$ cat src/rtl/mips_pkg.sv
// Shared constants for the 5-stage MIPS core.
// Latency: none (declarations only).
// Backpressure: not applicable.
package mips_pkg;

    localparam int unsigned XLEN        = 32;
    localparam int unsigned INSTR_BYTES = 4;

    // sll $0,$0,0 encodes as all zeros; used as the pipeline bubble
    localparam logic [XLEN-1:0] NOP_INSTR = 32'h0000_0000;

    localparam logic [XLEN-1:0] RESET_PC_DEFAULT = 32'h0000_0000;

endpackage

$ cat src/rtl/sat_counter.sv
// Saturating event counter: counts cycles with inc_i high, sticks at all-ones.
// Latency: count_o reflects an increment one cycle after inc_i is sampled.
// Backpressure: none; every sampled inc_i is counted until saturation.
module sat_counter #(
    parameter int unsigned W = 16
) (
    input  logic         clk,
    input  logic         reset,
    input  logic         inc_i,
    output logic [W-1:0] count_o
);

    logic [W-1:0] count_q;

    // Increment on request, hold once all ones so debug reads never wrap
    always_ff @(posedge clk) begin
        if (!reset) begin
            count_q <= '0;
        end else if (inc_i && (count_q != '1)) begin
            count_q <= count_q + W'(1);
        end
    end

    assign count_o = count_q;

endmodule

$ cat src/rtl/fetch_ifid_stage.sv
// Fetch stage: PC register, next-PC select and the IF/ID pipeline latch.
// Latency: instr at pc_o appears on ifid_instr_o one cycle later; redirect lands on pc_o next cycle.
// Backpressure: pc_disenabler_i freezes the PC, ifid_disenabler_i freezes IF/ID; flush and redirect win.
module fetch_ifid_stage
    import mips_pkg::*;
#(
    parameter logic [XLEN-1:0] RESET_PC  = RESET_PC_DEFAULT,
    parameter logic [XLEN-1:0] NOP_INSTR = mips_pkg::NOP_INSTR,
    parameter int unsigned     CNT_W     = 16
) (
    input  logic             clk,
    input  logic             reset,
    input  logic             pc_disenabler_i,
    input  logic             ifid_disenabler_i,
    input  logic             flush_i,
    input  logic             redirect_i,
    input  logic [31:0]      redirect_target_i,
    input  logic [31:0]      instr_i,
    output logic [31:0]      pc_o,
    output logic [31:0]      ifid_instr_o,
    output logic [31:0]      ifid_pc_plus4_o,
    output logic             ifid_valid_o,
    output logic [CNT_W-1:0] stall_count_o,
    output logic [CNT_W-1:0] flush_count_o
);

    logic [XLEN-1:0] pc_q;
    logic [XLEN-1:0] pc_plus4;
    logic [XLEN-1:0] ifid_instr_q;
    logic [XLEN-1:0] ifid_pc_plus4_q;
    logic            ifid_valid_q;

    // Low target bits are forced to zero so the PC stays word-aligned
    logic unused_target_lsbs;
    assign unused_target_lsbs = ^redirect_target_i[1:0];

    // Natural 32-bit wrap: 0xFFFF_FFFC + 4 rolls to 0
    assign pc_plus4 = pc_q + XLEN'(INSTR_BYTES);

    // PC update: redirect beats a PC hold, otherwise step sequentially
    always_ff @(posedge clk) begin
        if (!reset) begin
            pc_q <= RESET_PC;
        end else if (redirect_i) begin
            pc_q <= {redirect_target_i[31:2], 2'b00};
        end else if (!pc_disenabler_i) begin
            pc_q <= pc_plus4;
        end
    end

    // IF/ID latch: flush injects a bubble even while held, hold freezes all fields
    always_ff @(posedge clk) begin
        if (!reset) begin
            ifid_instr_q    <= NOP_INSTR;
            ifid_pc_plus4_q <= '0;
            ifid_valid_q    <= 1'b0;
        end else if (flush_i) begin
            ifid_instr_q    <= NOP_INSTR;
            ifid_pc_plus4_q <= pc_plus4;
            ifid_valid_q    <= 1'b0;
        end else if (!ifid_disenabler_i) begin
            ifid_instr_q    <= instr_i;
            ifid_pc_plus4_q <= pc_plus4;
            ifid_valid_q    <= 1'b1;
        end
    end

    // A flushed cycle is not counted as a stall, since the bubble replaces the held instr
    sat_counter #(.W(CNT_W)) u_stall_cnt (
        .clk     (clk),
        .reset   (reset),
        .inc_i   (ifid_disenabler_i & ~flush_i),
        .count_o (stall_count_o)
    );

    sat_counter #(.W(CNT_W)) u_flush_cnt (
        .clk     (clk),
        .reset   (reset),
        .inc_i   (flush_i),
        .count_o (flush_count_o)
    );

    assign pc_o            = pc_q;
    assign ifid_instr_o    = ifid_instr_q;
    assign ifid_pc_plus4_o = ifid_pc_plus4_q;
    assign ifid_valid_o    = ifid_valid_q;

endmodule

$ cat config.mk
export PLATFORM = sky130hd
export DESIGN_NAME = fetch_ifid_stage
export DESIGN_NICKNAME = d
export VERILOG_FILES = /design/src/rtl/mips_pkg.sv /design/src/rtl/sat_counter.sv /design/src/rtl/fetch_ifid_stage.sv
export SDC_FILE = /design/constraint.sdc
export NUM_CORES = 1
export LEC_CHECK = 0
export BUFFER_PORTS_ARGS = -buffer_cell sky130_fd_sc_hd__buf_2
export CORE_ASPECT_RATIO = 0.8
export CORE_MARGIN = 2
export CORE_UTILIZATION = 50
export CTS_CLUSTER_SIZE = 16
export DETAILED_ROUTE_END_ITERATION = 7
export PLACE_DENSITY = 0.79
export SYNTH_ARGS = -nofsm -noshare
export SYNTH_HDL_FRONTEND = slang
export SYNTH_SLANG_ARGS = --single-unit
export TNS_END_PERCENT = 50
$ cat constraint.sdc
create_clock -name clk -period 2.3 [get_ports clk]
set_input_delay 0.575 -clock clk [delete_from_list [all_inputs] [get_ports clk]]
set_output_delay 0.575 -clock clk [all_outputs]
set_load 0.1 [all_outputs]
# [After elaboration in Yosys (flattened, before gate mapping)]
# Cells that the tools add are included.
[word_totals] mem_count=0 ram_bits=0 romBits=0 output_inout_bits=129 latchBits=0 word_cells=25 reg_bits=129 in_bits=70
[op_classes] eq_ne=4 bitwise=3 n_mux=4 shift=0 div=0 multipliers=0 n_reduce_logical=4 magnitude_cmp=0 addsub=3
[ops] op="two-way mux 32 bit" count=4
[ops] op="adder 16 x 1 -> 16 bit (second input constant)" count=2
[ops] op="adder 32 x 3 -> 32 bit (second input constant)" count=1
[ops] op="!= test 16 bit (second input constant)" count=2
[ops] op="!= test 2 x 1 -> 1 bit (second input constant)" count=2
[ops] op="OR reduction 2 bit" count=2
[ops] op="logical AND 1 bit" count=2
[ops] op="NOT 1 bit" count=2
[ops] op="AND 1 bit" count=1

# [Longest topological paths before layout]
[depth] ltp_word=3 depth_mapped=7

# [Hierarchy]
# From an unflattened synthesis, not the netlist that was laid out.
[unflattened] hier_cells=712 hier_area_um2=6113.4
[modules_own_cells] module="fetch_ifid_stage" cells_each=518 area_each_um2=4439.3 instances=1
[modules_own_cells] module="sat_counter" cells_each=97 area_each_um2=837.1 instances=2

# [Worst setup path after synthesis]
# Ideal clock, no wire load.
[synth_path] path_type="reg2reg" startpoint="register pc_q[2], in the netlist pc_o[2]" endpoint="register ifid_pc_plus4_q[30], in the netlist ifid_pc_plus4_o[30]" path_buffers=1 path_stages_with_launch=7 slack_ps=-584 t_required_ps=2214 arrival_ps=2798 path_cell_list="dfxtp_1 -> ha_1 -> inv_1 -> or4_4 -> buf_2 -> o41a_1 -> a211oi_1"
[synth_between] elab_chain_cells=3
[synth_lines] element="start: declaration" line_no="fetch_ifid_stage.sv:27" text="logic [XLEN-1:0] pc_q;"
[synth_lines] element="start signal: assignment" line_no="fetch_ifid_stage.sv:45" text="pc_q <= {redirect_target_i[31:2], 2'b00};"
[synth_lines] element="start signal: assignment" line_no="fetch_ifid_stage.sv:47" text="pc_q <= pc_plus4;"
[synth_lines] element="adder 32 x 3 -> 32 bit (*)" line_no="fetch_ifid_stage.sv:38" text="assign pc_plus4 = pc_q + XLEN'(INSTR_BYTES);"
[synth_lines] element="two-way mux 32 bit" line_no="fetch_ifid_stage.sv:61" text="end else if (!ifid_disenabler_i) begin"
[synth_lines] element="two-way mux 32 bit (*)" line_no="fetch_ifid_stage.sv:57" text="end else if (flush_i) begin"
[synth_lines] element="end signal: assignment" line_no="fetch_ifid_stage.sv:59" text="ifid_pc_plus4_q <= pc_plus4;"
[synth_lines] element="end signal: assignment" line_no="fetch_ifid_stage.sv:63" text="ifid_pc_plus4_q <= pc_plus4;"
[synth_lines] element="end: declaration" line_no="fetch_ifid_stage.sv:30" text="logic [XLEN-1:0] ifid_pc_plus4_q;"
# Mark *: on every way between the ends. The rest lies on a longest branch, timed or not. The select of a mux whose other input is x is not followed.
# A chain may end at the register's enable or synchronous reset.

# [Worst setup path after layout]
# Same ends and word-level chain as after synthesis.

==> flow_metrics.py <==
metrics = {
    "drt": {
        "vias": 6312,
        "drc": 0,
        "viasPerCell": 6.03,
        "first_pass_iters": 4,
        "wirelength_um": 17400,
        "ant_nets": 0,
        "drt_iter0_drc": 496,
        "wl_per_cell_um": 16.7,
    },
    "logic_synthesis": {
        "ys_top_cells_by_count": "125 x dfxtp_1, 61 x nor2_1, 60 x o21ai_0, 50 x clkbuf_1, 45 x nand2_1",
        "synthAdderAreaFrac_pct": 0.621,
        "yosys_register_bits": 125,
        "synth_cells": 716,
        "seq_area_frac_synth_pct": 41.4,
        "async_flop_share_pct": 0,
        "post-synth-top-count-cell": "dfxtp_1",
        "synth.top_cells.by_area": "dfxtp_1 41%, mux2i_1 6.1%, o21ai_0 5.0%",
        "synth_edf_count": 0,
        "synth-compound-area-share_pct": 19.9,
        "synth_top_family_by_area": "simple AND/OR/NAND/NOR gates",
        "syn_area_um2": 6050,
        "synth_top_area_share_pct": 41.4,
        "ys_types": 48,
        "syn_area_per_cell_um2": 8.45,
        "synth_mux_area_share_pct": 6.12,
        "synth_xor_area_share_pct": 2.75,
        "synth_top_area_cell": "dfxtp_1",
        "synth_simple_gate_area_share_pct": 24.1,
        "yosys_most_used_dff": "dfxtp_1",
        "synth-warning-count": 0,
    },
    "sta": {
        "worst_hold_slack_ns": 0.397,
        "finalHoldViolCount": 0,
        "final-setup-viol-count": 0,
        "min_period_ns": 2.19,
        "relSlewSlack_pct": 49.8,
        "drv_slew": 0,
        "setup_tns_ns": 0,
        "clock_skew_ns": 0.00878,
        "max_clock_freq_ghz": 0.456,
        "tightest_slew_ns": 0.747,
        "rsz0062_at_grt": "no",
        "post-route-period-util_pct": 95.4,
    },
    "floorplanning": {
        "core_um2": 11600,
        "dieArea_um2": 13000,
        "io_pins": 199,
        "initial_core_util_pct": 51.9,
        "rows": 35,
        "dieWidth_um": 127,
        "die_h_um": 102,
    },
    "clock_network": {
        "cts_buffers": 17,
        "cts_root_buf": "clkbuf_16",
        "postCtsSetupBuffers": 0,
        "cts_buffer_depth": 2,
        "clkSinkCount": 125,
        "insertion_delay_ns": 0.41,
        "clkTransAtPathRegs_ns": 0.06,
        "cts-htree-levels": 4,
        "cts_tree": "yes",
        "cts_hold_buf": 0,
        "cts_resized": 0,
    },
    "finish": {
        "diodes": 0,
        "drive_above_1_share_pct": 32.7,
        "area_growth_pct": 28.1,
        "final_nets": 958,
        "nFillCells": 974,
        "fin_util_pct": 66.5,
    },
    "placed_design": {
        "post-dp-hpwl_um": 12100,
        "finalWeightedCongestion": 0.889,
        "portBuffers": 192,
    },
    "global_routing": {
        "antenna_found_initial": 0,
        "grt_pass1_wl_um": 27600,
        "first_global_vias": 5773,
        "overflow": 0,
        "track_usage_pct": 26.1,
        "grt_max_degree": 50,
    },
    "setup_path": {
        "startpoint_type": "flip-flop",
        "worstPathMaxFanout": 16,
        "r2r_cells": 5,
        "crit_type": "reg2reg",
        "critPathArrivalTime_ns": 2.51,
        "r2r_start": "pc_o[2]$_SDFFE_PN0P_",
        "crit_required_ns": 2.61,
        "endpoint_kind": "flip-flop",
        "reg2reg_to": "ifid_pc_plus4_o[30]$_SDFFE_PN0N_",
        "timing.reg2reg.setup_slack_ns": 0.11,
    },
    "run_status": {
        "status": "complete, no violations",
    },
    "run": {
        "maxCapViolCount": 0,
    },
    "pwr": {
        "power_uw": 6170,
        "ir_worst_vdd_uv": 562,
        "p_leak_uw": 0.00319,
        "power_density_nw_per_um2": 797,
    },
    "worst_hold_path": {
        "worstHoldStart": "instr_i[22]",
        "holdPathEnd": "ifid_instr_o[22]$_SDFFE_PP0N_",
        "hold_depth": 3,
        "hold_class": "in2reg",
    },
}
## critical path: stages (launching register included)
cell and delay [ns]:
dfxtp_4 0.40, ha_2 0.26, inv_1 0.16, or4_4 0.68
o41a_1 0.41, a211oi_1 0.18
## placed cells by master, fill, tap and decap left out, types with 3 or more instances in the layout
master and instances:
o31ai_1 23, o21ai_0 60, nor3_1 19, nor2b_1 5, or3_1 14, nand4_1 19, nor4_1 20, buf_2 192
xor2_1 6, nand2b_1 5, and3_1 7, a311oi_1 12, o31a_1 6, o41ai_1 7, dfxtp_2 35, mux2i_1 37
dfxtp_1 84, a211oi_1 13, inv_6 5, clkinv_4 3, buf_4 19, nor2_1 61, o311ai_0 6, and4_1 14
or4_1 26, conb_1 4, inv_1 10, nand2_1 45, and2_1 3, nand3_1 18, xnor2_1 13, a21oi_1 35
clkbuf_16 17, a31oi_1 17, o211ai_1 3, dfxtp_4 6
## worst max path at each step
stage                                        startpoint                                   end  slack (ns)  cells past startpoint
global placement                   pc_o[2]$_SDFFE_PN0P_      ifid_pc_plus4_o[30]$_SDFFE_PN0N_        0.21                      5
detailed placement                 pc_o[2]$_SDFFE_PN0P_                 pc_o[16]$_SDFFE_PN0P_        0.11                      5
floorplan           u_flush_cnt.count_o[4]$_SDFFE_PN0P_  u_flush_cnt.count_o[14]$_SDFFE_PN0P_       -0.07                      5
global route                       pc_o[2]$_SDFFE_PN0P_      ifid_pc_plus4_o[26]$_SDFFE_PN0N_       0.003                      5
finish                             pc_o[2]$_SDFFE_PN0P_      ifid_pc_plus4_o[30]$_SDFFE_PN0N_        0.11                      5
CTS                                pc_o[2]$_SDFFE_PN0P_                 pc_o[16]$_SDFFE_PN0P_         0.1                      5
## stage by stage
stage               cell area, µm²  worst slack (ns)  cells
floorplan                     6130           -0.0711    719
finish                        7740             0.107   1046
CTS                           7740            0.0969   1046
global placement              7180             0.209   1014
global route                  7740           0.00271   1046
detailed placement            7180             0.109   1014
## report_power, final
| part | internal, µW | switching [µW] |
|---|---|---|
| Sequential | 2270 | 114 |
| Clock | 1500 | 1060 |
| Combinational | 241 | 988 |
## sequential cells by signal, indices dropped and copies added, names as in the netlist
name and count:
ifid_instr_o 32, ifid_valid_o 1, ifid_pc_plus4_o 30, u_stall_cnt.count_o 16, pc_o 30, u_flush_cnt.count_o 16
## kinds of logic after synthesis
logic type               count (synthesis)
buffers and inverters                   76
XOR/XNOR                                19
AND/OR/NAND/NOR                        267
adder cells (fa/ha/maj)                  3
AO/OA/AOI/OAI                          188
multiplexers                            37
other                                    1
flip-flops                             125
## layout make-up
type                    instances  area, µm²  share of cell area [%]
inverters                      11       41.3                   0.533
repair buffers                212       1120                    14.5
clock buffers                  17        425                    5.49
well taps                     148        185                    2.39
multi-input cells             518       3260                    42.1
flip-flops and latches        125       2570                    33.2
clock inverters                15        138                    1.78
## layer usage
layer	share of wire [%]	up-vias	GRT usage (%)
met3	6.1	34	5.13
met2	48	262	42.8
met5	0	-	0
met4	2.0	0	10.8
li1	-	3038	-
met1	44	2978	34.0
(Power assumes the default switching activity.)
